**src/rtl/controller_pkg.sv**
```systemverilog
// Shared definitions for the controller poller: button bit positions inside a
// published vector, default timing constants and the frame state encoding.
package controller_pkg;

    // First bit shifted in lands at the MSB, so the NES A button is bit 7.
    localparam int NES_A      = 7;
    localparam int NES_B      = 6;
    localparam int NES_SELECT = 5;
    localparam int NES_START  = 4;
    localparam int NES_UP     = 3;
    localparam int NES_DOWN   = 2;
    localparam int NES_LEFT   = 1;
    localparam int NES_RIGHT  = 0;

    localparam int SNES_B      = 15;
    localparam int SNES_Y      = 14;
    localparam int SNES_SELECT = 13;
    localparam int SNES_START  = 12;
    localparam int SNES_UP     = 11;
    localparam int SNES_DOWN   = 10;
    localparam int SNES_LEFT   = 9;
    localparam int SNES_RIGHT  = 8;
    localparam int SNES_A      = 7;
    localparam int SNES_X      = 6;
    localparam int SNES_TL     = 5;
    localparam int SNES_TR     = 4;

    localparam int DEF_POLL_CYC  = 1_666_667;
    localparam int DEF_LATCH_CYC = 1200;
    localparam int DEF_HALF_CYC  = 600;

    typedef enum logic [2:0] {
        ST_IDLE     = 3'd0,
        ST_LATCH    = 3'd1,
        ST_SETTLE   = 3'd2,
        ST_PULSE_LO = 3'd3,
        ST_PULSE_HI = 3'd4,
        ST_DONE     = 3'd5
    } state_e;

endpackage

```
**src/rtl/controller_channel.sv**
```systemverilog
// One controller lane: synchroniser, button shift register, disconnect check
// and press/release edge detection against the previously published frame.
module controller_channel #(
    parameter int NBITS = 8
) (
    input  logic             clk_i,
    input  logic             rst_n_i,
    input  logic             data_i,
    input  logic             sample_i,
    input  logic             publish_i,
    output logic [NBITS-1:0] buttons_o,
    output logic [NBITS-1:0] pressed_o,
    output logic [NBITS-1:0] released_o,
    output logic             connected_o
);

    logic             sync1_q, sync2_q;
    logic [NBITS-1:0] shift_q, shift_d;
    logic [NBITS-1:0] btn_d;
    logic             conn_d;
    logic [NBITS-1:0] buttons_q, pressed_q, released_q;
    logic             connected_q;

    // Bits are stored inverted (pressed = 1); a line reading all-low looks
    // like every button held, which is really a missing controller.
    always_comb begin
        shift_d = shift_q;
        if (sample_i) begin
            shift_d = {shift_q[NBITS-2:0], ~sync2_q};
        end
        conn_d = ~(&shift_d);
        btn_d  = conn_d ? shift_d : '0;
    end

    always_ff @(posedge clk_i or negedge rst_n_i) begin
        if (!rst_n_i) begin
            sync1_q     <= 1'b0;
            sync2_q     <= 1'b0;
            shift_q     <= '0;
            buttons_q   <= '0;
            pressed_q   <= '0;
            released_q  <= '0;
            connected_q <= 1'b0;
        end else begin
            sync1_q    <= data_i;
            sync2_q    <= sync1_q;
            shift_q    <= shift_d;
            pressed_q  <= '0;
            released_q <= '0;
            if (publish_i) begin
                buttons_q   <= btn_d;
                pressed_q   <= btn_d & ~buttons_q;
                released_q  <= ~btn_d & buttons_q;
                connected_q <= conn_d;
            end
        end
    end

    assign buttons_o   = buttons_q;
    assign pressed_o   = pressed_q;
    assign released_o  = released_q;
    assign connected_o = connected_q;

endmodule

```
**src/rtl/controller_poller.sv**
```systemverilog
// Multi-channel NES/SNES controller poller: frame FSM, period and phase
// counters, trigger/pending logic and the shared latch/pulse outputs.
module controller_poller
    import controller_pkg::*;
#(
    parameter int NCH       = 2,
    parameter int NBITS     = 8,
    parameter int POLL_CYC  = DEF_POLL_CYC,
    parameter int LATCH_CYC = DEF_LATCH_CYC,
    parameter int HALF_CYC  = DEF_HALF_CYC,
    parameter int AUTO      = 1
) (
    input  logic                 clk_i,
    input  logic                 rst_n_i,
    input  logic [NCH-1:0]       data_i,
    input  logic                 poll_req_i,
    output logic                 latch_o,
    output logic                 pulse_o,
    output logic                 busy_o,
    output logic                 valid_o,
    output logic [NCH*NBITS-1:0] buttons_o,
    output logic [NCH*NBITS-1:0] pressed_o,
    output logic [NCH*NBITS-1:0] released_o,
    output logic [NCH-1:0]       connected_o,
    output state_e               state_o
);

    localparam int PW   = (POLL_CYC > 1) ? $clog2(POLL_CYC) : 1;
    localparam int TMAX = (LATCH_CYC > HALF_CYC) ? LATCH_CYC : HALF_CYC;
    localparam int TW   = (TMAX > 1) ? $clog2(TMAX) : 1;
    localparam int BW   = (NBITS > 1) ? $clog2(NBITS) : 1;

    state_e          state_q, state_d;
    logic [PW-1:0]   poll_cnt_q, poll_cnt_d;
    logic [TW-1:0]   tmr_q, tmr_d;
    logic [BW-1:0]   bit_q, bit_d;
    logic            pend_q, pend_d;
    logic            tick, trig, sample, publish;

    // Free-running period; the tick lands on count 0 so the first auto frame
    // follows reset release immediately.
    assign poll_cnt_d = (poll_cnt_q == PW'(POLL_CYC - 1)) ? '0 : poll_cnt_q + 1'b1;
    assign tick       = (poll_cnt_q == '0);
    assign trig       = poll_req_i | ((AUTO != 0) & tick);

    always_comb begin
        state_d = state_q;
        tmr_d   = tmr_q;
        bit_d   = bit_q;
        pend_d  = pend_q;
        sample  = 1'b0;
        publish = 1'b0;
        if (trig && (state_q != ST_IDLE)) begin
            pend_d = 1'b1;
        end
        case (state_q)
            ST_IDLE: begin
                if (trig || pend_q) begin
                    state_d = ST_LATCH;
                    tmr_d   = '0;
                    pend_d  = 1'b0;
                end
            end
            ST_LATCH: begin
                if (tmr_q == TW'(LATCH_CYC - 1)) begin
                    state_d = ST_SETTLE;
                    tmr_d   = '0;
                end else begin
                    tmr_d = tmr_q + 1'b1;
                end
            end
            ST_SETTLE: begin
                if (tmr_q == TW'(HALF_CYC - 1)) begin
                    sample = 1'b1;
                    tmr_d  = '0;
                    bit_d  = BW'(1);
                    if (NBITS == 1) begin
                        publish = 1'b1;
                        state_d = ST_DONE;
                    end else begin
                        state_d = ST_PULSE_LO;
                    end
                end else begin
                    tmr_d = tmr_q + 1'b1;
                end
            end
            ST_PULSE_LO: begin
                if (tmr_q == TW'(HALF_CYC - 1)) begin
                    state_d = ST_PULSE_HI;
                    tmr_d   = '0;
                end else begin
                    tmr_d = tmr_q + 1'b1;
                end
            end
            ST_PULSE_HI: begin
                if (tmr_q == TW'(HALF_CYC - 1)) begin
                    sample = 1'b1;
                    tmr_d  = '0;
                    if (bit_q == BW'(NBITS - 1)) begin
                        publish = 1'b1;
                        state_d = ST_DONE;
                    end else begin
                        bit_d   = bit_q + 1'b1;
                        state_d = ST_PULSE_LO;
                    end
                end else begin
                    tmr_d = tmr_q + 1'b1;
                end
            end
            ST_DONE: begin
                state_d = ST_IDLE;
            end
            default: begin
                state_d = ST_IDLE;
            end
        endcase
    end

    always_ff @(posedge clk_i or negedge rst_n_i) begin
        if (!rst_n_i) begin
            state_q    <= ST_IDLE;
            poll_cnt_q <= '0;
            tmr_q      <= '0;
            bit_q      <= '0;
            pend_q     <= 1'b0;
        end else begin
            state_q    <= state_d;
            poll_cnt_q <= poll_cnt_d;
            tmr_q      <= tmr_d;
            bit_q      <= bit_d;
            pend_q     <= pend_d;
        end
    end

    assign latch_o = (state_q == ST_LATCH);
    assign pulse_o = (state_q != ST_PULSE_LO);
    assign busy_o  = (state_q != ST_IDLE);
    assign valid_o = (state_q == ST_DONE);
    assign state_o = state_q;

    for (genvar c = 0; c < NCH; c++) begin : g_ch
        controller_channel #(
            .NBITS(NBITS)
        ) u_ch (
            .clk_i      (clk_i),
            .rst_n_i    (rst_n_i),
            .data_i     (data_i[c]),
            .sample_i   (sample),
            .publish_i  (publish),
            .buttons_o  (buttons_o[c*NBITS +: NBITS]),
            .pressed_o  (pressed_o[c*NBITS +: NBITS]),
            .released_o (released_o[c*NBITS +: NBITS]),
            .connected_o(connected_o[c])
        );
    end

endmodule

```
**config.mk**
```make
export PLATFORM = sky130hd
export DESIGN_NAME = controller_poller
export DESIGN_NICKNAME = d
export VERILOG_FILES = /design/src/rtl/controller_pkg.sv /design/src/rtl/controller_channel.sv /design/src/rtl/controller_poller.sv
export SDC_FILE = /design/constraint.sdc
export NUM_CORES = 1
export LEC_CHECK = 0
export BUFFER_PORTS_ARGS = -buffer_cell sky130_fd_sc_hd__buf_2
export CAP_MARGIN = 10
export CORE_ASPECT_RATIO = 0.9
export CORE_MARGIN = 1
export CORE_UTILIZATION = 57
export CTS_CLUSTER_DIAMETER = 50
export CTS_CLUSTER_SIZE = 16
export DETAILED_ROUTE_END_ITERATION = 10
export GPL_TIMING_DRIVEN = 0
export HOLD_SLACK_MARGIN = 0.15
export PLACE_DENSITY_LB_ADDON = 0.1
export SLEW_MARGIN = 20
export SYNTH_ARGS = -nofsm -noshare
export SYNTH_HDL_FRONTEND = slang
export SYNTH_SLANG_ARGS = --single-unit
```
**constraint.sdc**
```tcl
create_clock -name clk_i -period 2.7 [get_ports clk_i]
set_input_delay 0.54 -clock clk_i [delete_from_list [all_inputs] [get_ports clk_i]]
set_output_delay 0.54 -clock clk_i [all_outputs]
set_load 0.05 [all_outputs]
```
-- Yosys cells after proc, flatten, opt, wreduce, memory -nomap -nowiden
Index checks and enable logic that the tools add are counted.
- add/sub/neg operators: 3
- eq/ne operators: 16
- bitwise gates (word level): 13
- muxes and demuxes: 32
- reduce and logical (&&, ||, !) cells: 14
- operators by type and width (kind ; number):
    2-to-1 mux 8 bit ; 8
    2-to-1 mux 11 bit ; 3
    one-hot mux 11 bit (3 select lines) ; 1
    AND 8 bit ; 4
    inverter 8 bit ; 4
    2-to-1 mux 3 bit ; 9
    adder 21 x 1 -> 21 bit, second input constant ; 1
    equality test 21 bit, second input constant ; 1
    logical NOT 21 bit ; 1
    2-to-1 mux 21 bit ; 1
    AND reduction 8 bit ; 2
    one-hot mux 3 bit (5 select lines) ; 1
    adder 11 x 1 -> 11 bit, second input constant ; 1
    equality test 11 x 10 -> 1 bit, second input constant ; 1
    equality test 11 bit, second input constant ; 1
    inequality test 2 bit, second input constant ; 5
    equality test 3 bit, second input constant ; 3
    2-to-1 mux 1 bit ; 8
    equality test 3 x 2 -> 1 bit, second input constant ; 2
    one-hot mux 3 bit (2 select lines) ; 1
    nonzero test 3 bit ; 2
    AND reduction 5 bit ; 1
    inverter 1 bit ; 4
    AND reduction 4 bit ; 1
    other kinds (12) ; 12
- output and inout port bits: 57
- logic and storage cells: 97
- flip-flop bits (word level): 109
- input bits: 5

-- Longest topological paths before layout
Gate-level depths: netlist of run 1.
- depth after elaboration: 9
- gate-level depth with buffers: 8

-- Cells and area by module
From an unflattened synthesis of run 1, not the netlist that was laid out.
- cells, all modules: 457
- area total of the unflattened synthesis: 4998.5 um^2
- modules (own cells, without submodules) (module ; cells each ; instances ; area an instance (um^2)):
    controller_channel ; 106 ; 2 ; 1332.5
    controller_poller ; 245 ; 1 ; 2333.5

-- Worst setup path after synthesis of run 1
OpenSTA, ideal clock, no wires.
- path kind: reg2reg
- start: register state_q[2] (netlist: state_o[2])
- end: register state_q[1] (netlist: state_o[1])
- arrival: 3013 ps
- buffers on the path: 2
- stages on the path, launching flop included: 8
- path slack: -409 ps
- period minus slack after synthesis: 3109 ps
- setup time: 95 ps
- cells stage by stage: dfrtp_1 > clkbuf_1 > nor3b_1 > o41ai_2 > o21ai_2 > clkbuf_1 > o21ai_0 > o31ai_1
- word-level cells in the longest chain between the ends: 3
- ends and longest elaborated chain (element ; RTL line ; source):
    start: declaration ; controller_poller.sv:33 ; state_e state_q, state_d;
    start signal: assignment ; controller_poller.sv:127 ; state_q <= state_d;
    equality test 3 x 1 -> 1 bit * ; n/a ;
    net latch_o ; controller_poller.sv:17 ; output logic latch_o,
    inequality test 2 x 1 -> 1 bit (no source line) ; n/a ;
    AND reduction 5 bit (no source line) ; n/a ;
The timed path passes the listed nets; every way through them passes the cells marked *.
A chain may end at the register's enable or synchronous reset.

-- Worst setup path after layout of run 1
- start: register tmr_q[1]
- end: register g_ch[1].u_ch.buttons_q[4]
- word-level cells in the longest chain between the ends: 6
- ends and longest elaborated chain (element ; RTL line ; source):
    start: declaration ; controller_poller.sv:35 ; logic [TW-1:0] tmr_q, tmr_d;
    start signal: assignment ; controller_poller.sv:129 ; tmr_q <= tmr_d;
    equality test 11 x 10 -> 1 bit * ; controller_poller.sv:73, controller_poller.sv:96 ;
    2-to-1 mux 1 bit ; controller_poller.sv:73, controller_poller.sv:96 ;
    2-to-1 mux 1 bit ; n/a ;
    2-to-1 mux 8 bit ; controller_channel.sv:28 ; if (sample_i) begin
    AND reduction 8 bit ; controller_channel.sv:31 ; conn_d = ~(&shift_d);
    2-to-1 mux 8 bit ; controller_channel.sv:32 ; btn_d = conn_d ? shift_d : '0;
    end signal: assignment ; controller_channel.sv:51 ; buttons_q <= btn_d;
    end: declaration ; controller_channel.sv:21 ; logic [NBITS-1:0] buttons_q, pressed_q, released_q;
Every way passes the cells marked *; elsewhere a longest branch is shown, timed or not.

==> reports/qor.yml, run 1 <==
outcome: "finished with violations"
cts_tree: "yes"
grt_overflow: 0
synth-main-ff-cell: "dfrtp_1"
die_y_um: 88.7
drt_iter0_markers: 178
min_to: "g_ch[1].u_ch.sync1_q"
period_needed_ps: 2450
wl_per_cell_um: 16.2
nFillCells: 633
max-vdd-ir-drop_mv: 0.284
endpoint_kind: "register"
layout_common_cells: "dfrtp_1, buf_2, nand2_1"
p_leak_nw: 2.97
crit_start: "tmr_q[1]"
crit_top_cell: "buf_2"
synthArstFlopShare_pct: 100
wirelength_um: 9700
netlist-cell-type-count: 49
cp_max_fo: 10
dieArea_um2: 8730
syn_nets: 430
route.detailed.drc: 3
cts_buffers: 9
critPathBufInv: 2
yosys_register_bits: 109
worst-setup-path-type: "register to register"
synth.yosys.seq_area_share_pct: 57.2
finalSetupTns_ps: 0
die_w_um: 98.4
grtUsageTotal_pct: 24.0
htree_num_levels: 3
post_cts_resized: 0
clkTransAtPathRegs_ps: 110
skew_ps: 10.9
antenna_found_initial: 0
clk_path_buf_depth: 2
synth_edf_count: 0
cap_violations: 0
rr_worst_depth: 8
via_per_inst: 5.82
avgSynthCellArea_um2: 11.4
area_growth_pct: 14.4
fmax_mhz: 409
antenna_left: 0
grt_first_pass_wirelength_um: 16300
reg2reg_setup_slack_ps: 250
finalHoldViolCount: 0
hp-class: "input port to register"
cts-root-buf: "clkbuf_8"
slew_viol_final: 0
r2r_end: "g_ch[1].u_ch.buttons_o[4]"
vias: 3476
hpwl_um: 6650
crit_family: "compound AO/OA/AOI/OAI gates"
yosysWarningCount: 0
num_rows: 31
violations: "design-rule violations"
tightest_slew_ps: 787
r2r_start: "tmr_q[1]"
clk-insertion-delay-late_ps: 370
setup_viol: 0
first_pass_iters: 7
fin_crit_sh_pct: 90.7
power.density_nw_per_um2: 494
required_ps: 2940
grt_pass1_vias: 3279
place.gp.congestion: 0.811
startpoint_type: "register"
setup_slack_ps: 252
worstHoldStart: "data_i[1]"
rsz0062_at_grt: "false"
core_area_um2: 8070
layout-drive-gt1-share_pct: 19.9
layout_commonest_cell: "dfrtp_1"
place_ws_ps: 294
initial_core_util_pct: 59.1
slew_headroom_pct: 47.0
worstPathCellList: "ha_1 -> and4bb_2 -> and4b_1 -> buf_2 -> a21oi_1 -> a211oi_4 -> buf_2 -> o31ai_1"
boundaryPins: 62
whs_path_depth: 1
nets: 504
syn_area_um2: 4770
grt_max_degree: 56
io_buffers: 61
arrival_ps: 2690
synth_cells: 419
crit_path_top_delay_cell: "dfrtp_1"
clock_sinks: 109
diodes: 0
max_stage_delay_ps: 430
[Yosys cell counts, types with 2 or more instances]
cell type  number  area share [%]
a211oi_4        2            0.84
a21oi_1         5            0.52
a221o_1         7             1.5
a22o_1          4            0.74
and2_1          2            0.26
and3_1         13             1.7
and4_1          3            0.55
buf_2           4            0.42
buf_4           4            0.63
clkbuf_1       14             1.1
dfrtp_1       109              57
ha_1            6             1.6
inv_1          22             1.7
mux2i_1        15             3.2
nand2_1        33             2.6
nand3_1        18             1.9
nand4_1        10             1.3
nor2_1         26             2.0
nor2b_1         4            0.52
nor3_1          4            0.42
nor3b_1         5            0.79
nor4_1         22             2.9
o211a_1        16             3.4
o21a_1          3            0.47
o21ai_0         8            0.84
o21ai_1         3            0.31
o31ai_1        17             2.7
xnor2_1        10             1.8
xor2_1         10             1.8
[layer usage]
metal  wire, µm  share of wire (%)  track usage [%]  vias up
met1       4680                 48             33.8     1725
met4         68               0.70             5.02        0
met3        455                4.7             5.45        6
met5          0                  0                0        -
li1           -                  -                -     1667
met2       4490                 46             38.9       78
[worst max path at each step]
stage / depth (start not counted) / endpoint
floorplan: 7 / state_o[1]
global placement: 1 / g_ch[1].u_ch.buttons_o[4]
detailed placement: 8 / g_ch[1].u_ch.buttons_o[4]
CTS: 8 / g_ch[1].u_ch.buttons_o[4]
global route: 8 / g_ch[1].u_ch.pressed_o[6]
finish: 8 / g_ch[1].u_ch.buttons_o[4]
[power breakdown]
| part | switching [W] | internal, W | leakage, nW |
|---|---|---|---|
| clock network | 0.000573 | 0.000444 | 0.106 |
| registers | 0.00000199 | 0.00163 | 1.48 |
| logic | 0.0000319 | 0.00000818 | 1.38 |
| total | 0.000607 | 0.00209 | 2.97 |
[sequential cells by signal, summed over array words and instances (netlist names)]
signal,count
tmr_q,11
poll_cnt_q,21
g_ch.u_ch.shift_q,16
g_ch.u_ch.pressed_o,16
g_ch.u_ch.sync1_q,2
state_o,3
g_ch.u_ch.released_o,16
g_ch.u_ch.connected_o,2
g_ch.u_ch.buttons_o,16
bit_q,3
g_ch.u_ch.sync2_q,2
pend_q,1
[kinds of logic after synthesis]
group / share of synthesized area [%]
buffers and inverters: 4.12
DFF: 57.2
adders and majority gates: 1.58
and+or+nand+nor: 17.6
AOI/OAI and AO/OA: 12.4
muxes: 3.39
xor gates and xnor gates: 3.68
[stage by stage]
| stage | instance area, µm² | util [%] | std cells | total power, W | hold slack (ps) |
|---|---|---|---|---|---|
| after floorplan | 4780 | - | 419 | 0.00167 | 244 |
| after global placement | 5200 | 64.5 | 579 | 0.00170 | 335 |
| after detailed placement | 5240 | 64.9 | 580 | 0.00171 | 336 |
| after CTS | 5450 | 67.6 | 597 | 0.00272 | 254 |
| after global routing | 5450 | 67.6 | 597 | 0.00278 | 253 |
| final | 5450 | 67.6 | 597 | 0.00269 | 276 |
[timing repair]
| item | 4_1_cts | 5_1_grt |
|---|---|---|
| endpoints found under the hold margin | 54 | 0 |
| hold buffers | 1 | 0 |
| buffers inserted | 0 | 0 |
[area by class of cell]
class	instances	area (µm²)	share of cell area (%)
well taps	99	124	2.27
clock buffers	9	124	2.27
repair buffers	63	349	6.40
multi-input cells	265	1850	34.0
plain buffers	23	114	2.09
clock inverters	7	81.3	1.49
inverters	22	82.6	1.51
flip-flops and latches	109	2730	50.0
(Power assumes the default switching activity.)
==> run 2, diff against run 1 <==
--- a/config.mk
+++ b/config.mk
@@ -13,7 +13,6 @@
 export CTS_CLUSTER_DIAMETER = 50
 export CTS_CLUSTER_SIZE = 16
 export DETAILED_ROUTE_END_ITERATION = 10
-export GPL_TIMING_DRIVEN = 0
 export HOLD_SLACK_MARGIN = 0.15
 export PLACE_DENSITY_LB_ADDON = 0.1
 export SLEW_MARGIN = 20
==> run 2 against run 1 <==
Against the previous run:
- global-route usage decreased by 1.7 points
- clock skew increased by 3.0 ps
- flip-flop and latch count unchanged
- sequential share of layout area increased by 0.057 points
- largest cell class unchanged
- clock power about the same
- the run now ends clean
- wire length decreased by 7.1%
==> reports/qor.yml, run 2 (synthesized netlist as in run 1, its figures left out) <==
outcome: "completed"
fmax_mhz: 420
clkTransAtPathRegs_ps: 110
arrival_ps: 2650
grt_first_pass_wirelength_um: 15200
layout_common_cells: "dfrtp_1, buf_2, nand2_1"
antenna_found_initial: 0
period_needed_ps: 2380
setup_viol: 0
clk_path_buf_depth: 2
setup_slack_ps: 318
cap_violations: 0
tightest_slew_ps: 765
finalHoldViolCount: 0
finalSetupTns_ps: 0
cp_max_fo: 19
clock_sinks: 109
required_ps: 2970
drt_iter0_markers: 111
cts_buffers: 9
layout-drive-gt1-share_pct: 21.1
grtUsageTotal_pct: 22.3
io_buffers: 61
slew_viol_final: 0
antenna_left: 0
num_rows: 31
worst-setup-path-type: "register to register"
place.gp.congestion: 0.807
route.detailed.drc: 0
final_area_um2: 5450
wl_per_cell_um: 15.4
max_stage_delay_ps: 410
cts-root-buf: "clkbuf_8"
skew_ps: 13.9
slew_headroom_pct: 49.0
cts_tree: "yes"
endpoint_kind: "register"
clk-insertion-delay-late_ps: 370
wirelength_um: 9010
via_per_inst: 5.72
grt_max_degree: 56
grt_overflow: 0
postCtsSetupBuffers: 0
dieArea_um2: 8730
place_ws_ps: 341
die_w_um: 98.4
htree_num_levels: 3
worstPathCellList: "ha_1 -> and4bb_2 -> and4b_1 -> nand3_2 -> buf_4 -> nor4_1"
placed_cell_area_um2: 5220
hpwl_um: 6120
grt_pass1_vias: 3029
regArea_um2: 2730
die_y_um: 88.7
nets: 493
fin_crit_sh_pct: 88.2
max-vdd-ir-drop_mv: 0.279
nFillCells: 639
power.density_nw_per_um2: 499
vias: 3352
multi_input_area_um2: 1860
boundaryPins: 62
initial_core_util_pct: 59.1
post-route-util_pct: 67.5
p_leak_nw: 2.96
largest_register_ffs: 21
startpoint_type: "register"
layout_commonest_cell: "dfrtp_1"
core_area_um2: 8070
crit_path_top_delay_cell: "dfrtp_1"
rsz0062_at_grt: "false"
area_growth_pct: 14.3
first_pass_iters: 6
diodes: 0
regMostFlops: "poll_cnt_q"
hp-class: "input port to register"
## run 2: stage by stage
stage / hold slack (ps) / total power [W] / cells
floorplan: 244 / 0.00167 / 419
global placement: 339 / 0.00171 / 569
detailed placement: 336 / 0.00171 / 569
CTS: 249 / 0.00276 / 586
global route: 254 / 0.00281 / 586
finish: 272 / 0.00272 / 586
## run 2: routing by layer
metal	vias up	track usage (%)	routed length [µm]
met5	-	0	0
met4	0	5.29	38
met3	4	5.21	287
met2	60	34.1	4060
met1	1641	32.7	4620
li1	1647	-	-
## run 2: critical path: cells and delay by family, from the launching register on
family | cells | cell delay (ps)
buffers and inverters | 1 | 310
flip-flops | 1 | 410
AND/OR/NAND/NOR | 4 | 1300
adder cells (fa/ha/maj) | 1 | 260
## run 2: final timing paths
path                       slack [ps]  depth (start not counted)                   endpoint            startpoint
max                               320                          6  g_ch[0].u_ch.pressed_o[7]              tmr_q[1]
min                               270                          1       g_ch[1].u_ch.sync1_q             data_i[1]
max reg2reg                       320                          6  g_ch[0].u_ch.pressed_o[7]              tmr_q[1]
min reg2reg                       360                          0       g_ch[0].u_ch.sync2_q  g_ch[0].u_ch.sync1_q
max in group asynchronous        1370                          3             poll_cnt_q[19]               rst_n_i
min in group asynchronous         630                          2  g_ch[1].u_ch.buttons_o[0]               rst_n_i
## run 2: power breakdown
group	internal, W	switching (W)	leakage (nW)
sequential	0.00163	0.00000185	1.48
clock	0.000455	0.000586	0.108
combinational	0.00000749	0.0000319	1.37
## run 2: repair_timing
action                                  4_1_cts  5_1_grt
hold endpoints to repair                     26        0
hold buffers                                  1        0
resized for setup                             0        0
endpoints found under the setup margin        0        0
## run 2: final cells by class
class,instances,area share (%)
clock buffer,9,2.27
clock inverter,7,1.70
inverter,22,1.52
multi-input combinational,265,34.1
sequential,109,50.1
tap,99,2.27
timing repair buffer,75,8.08
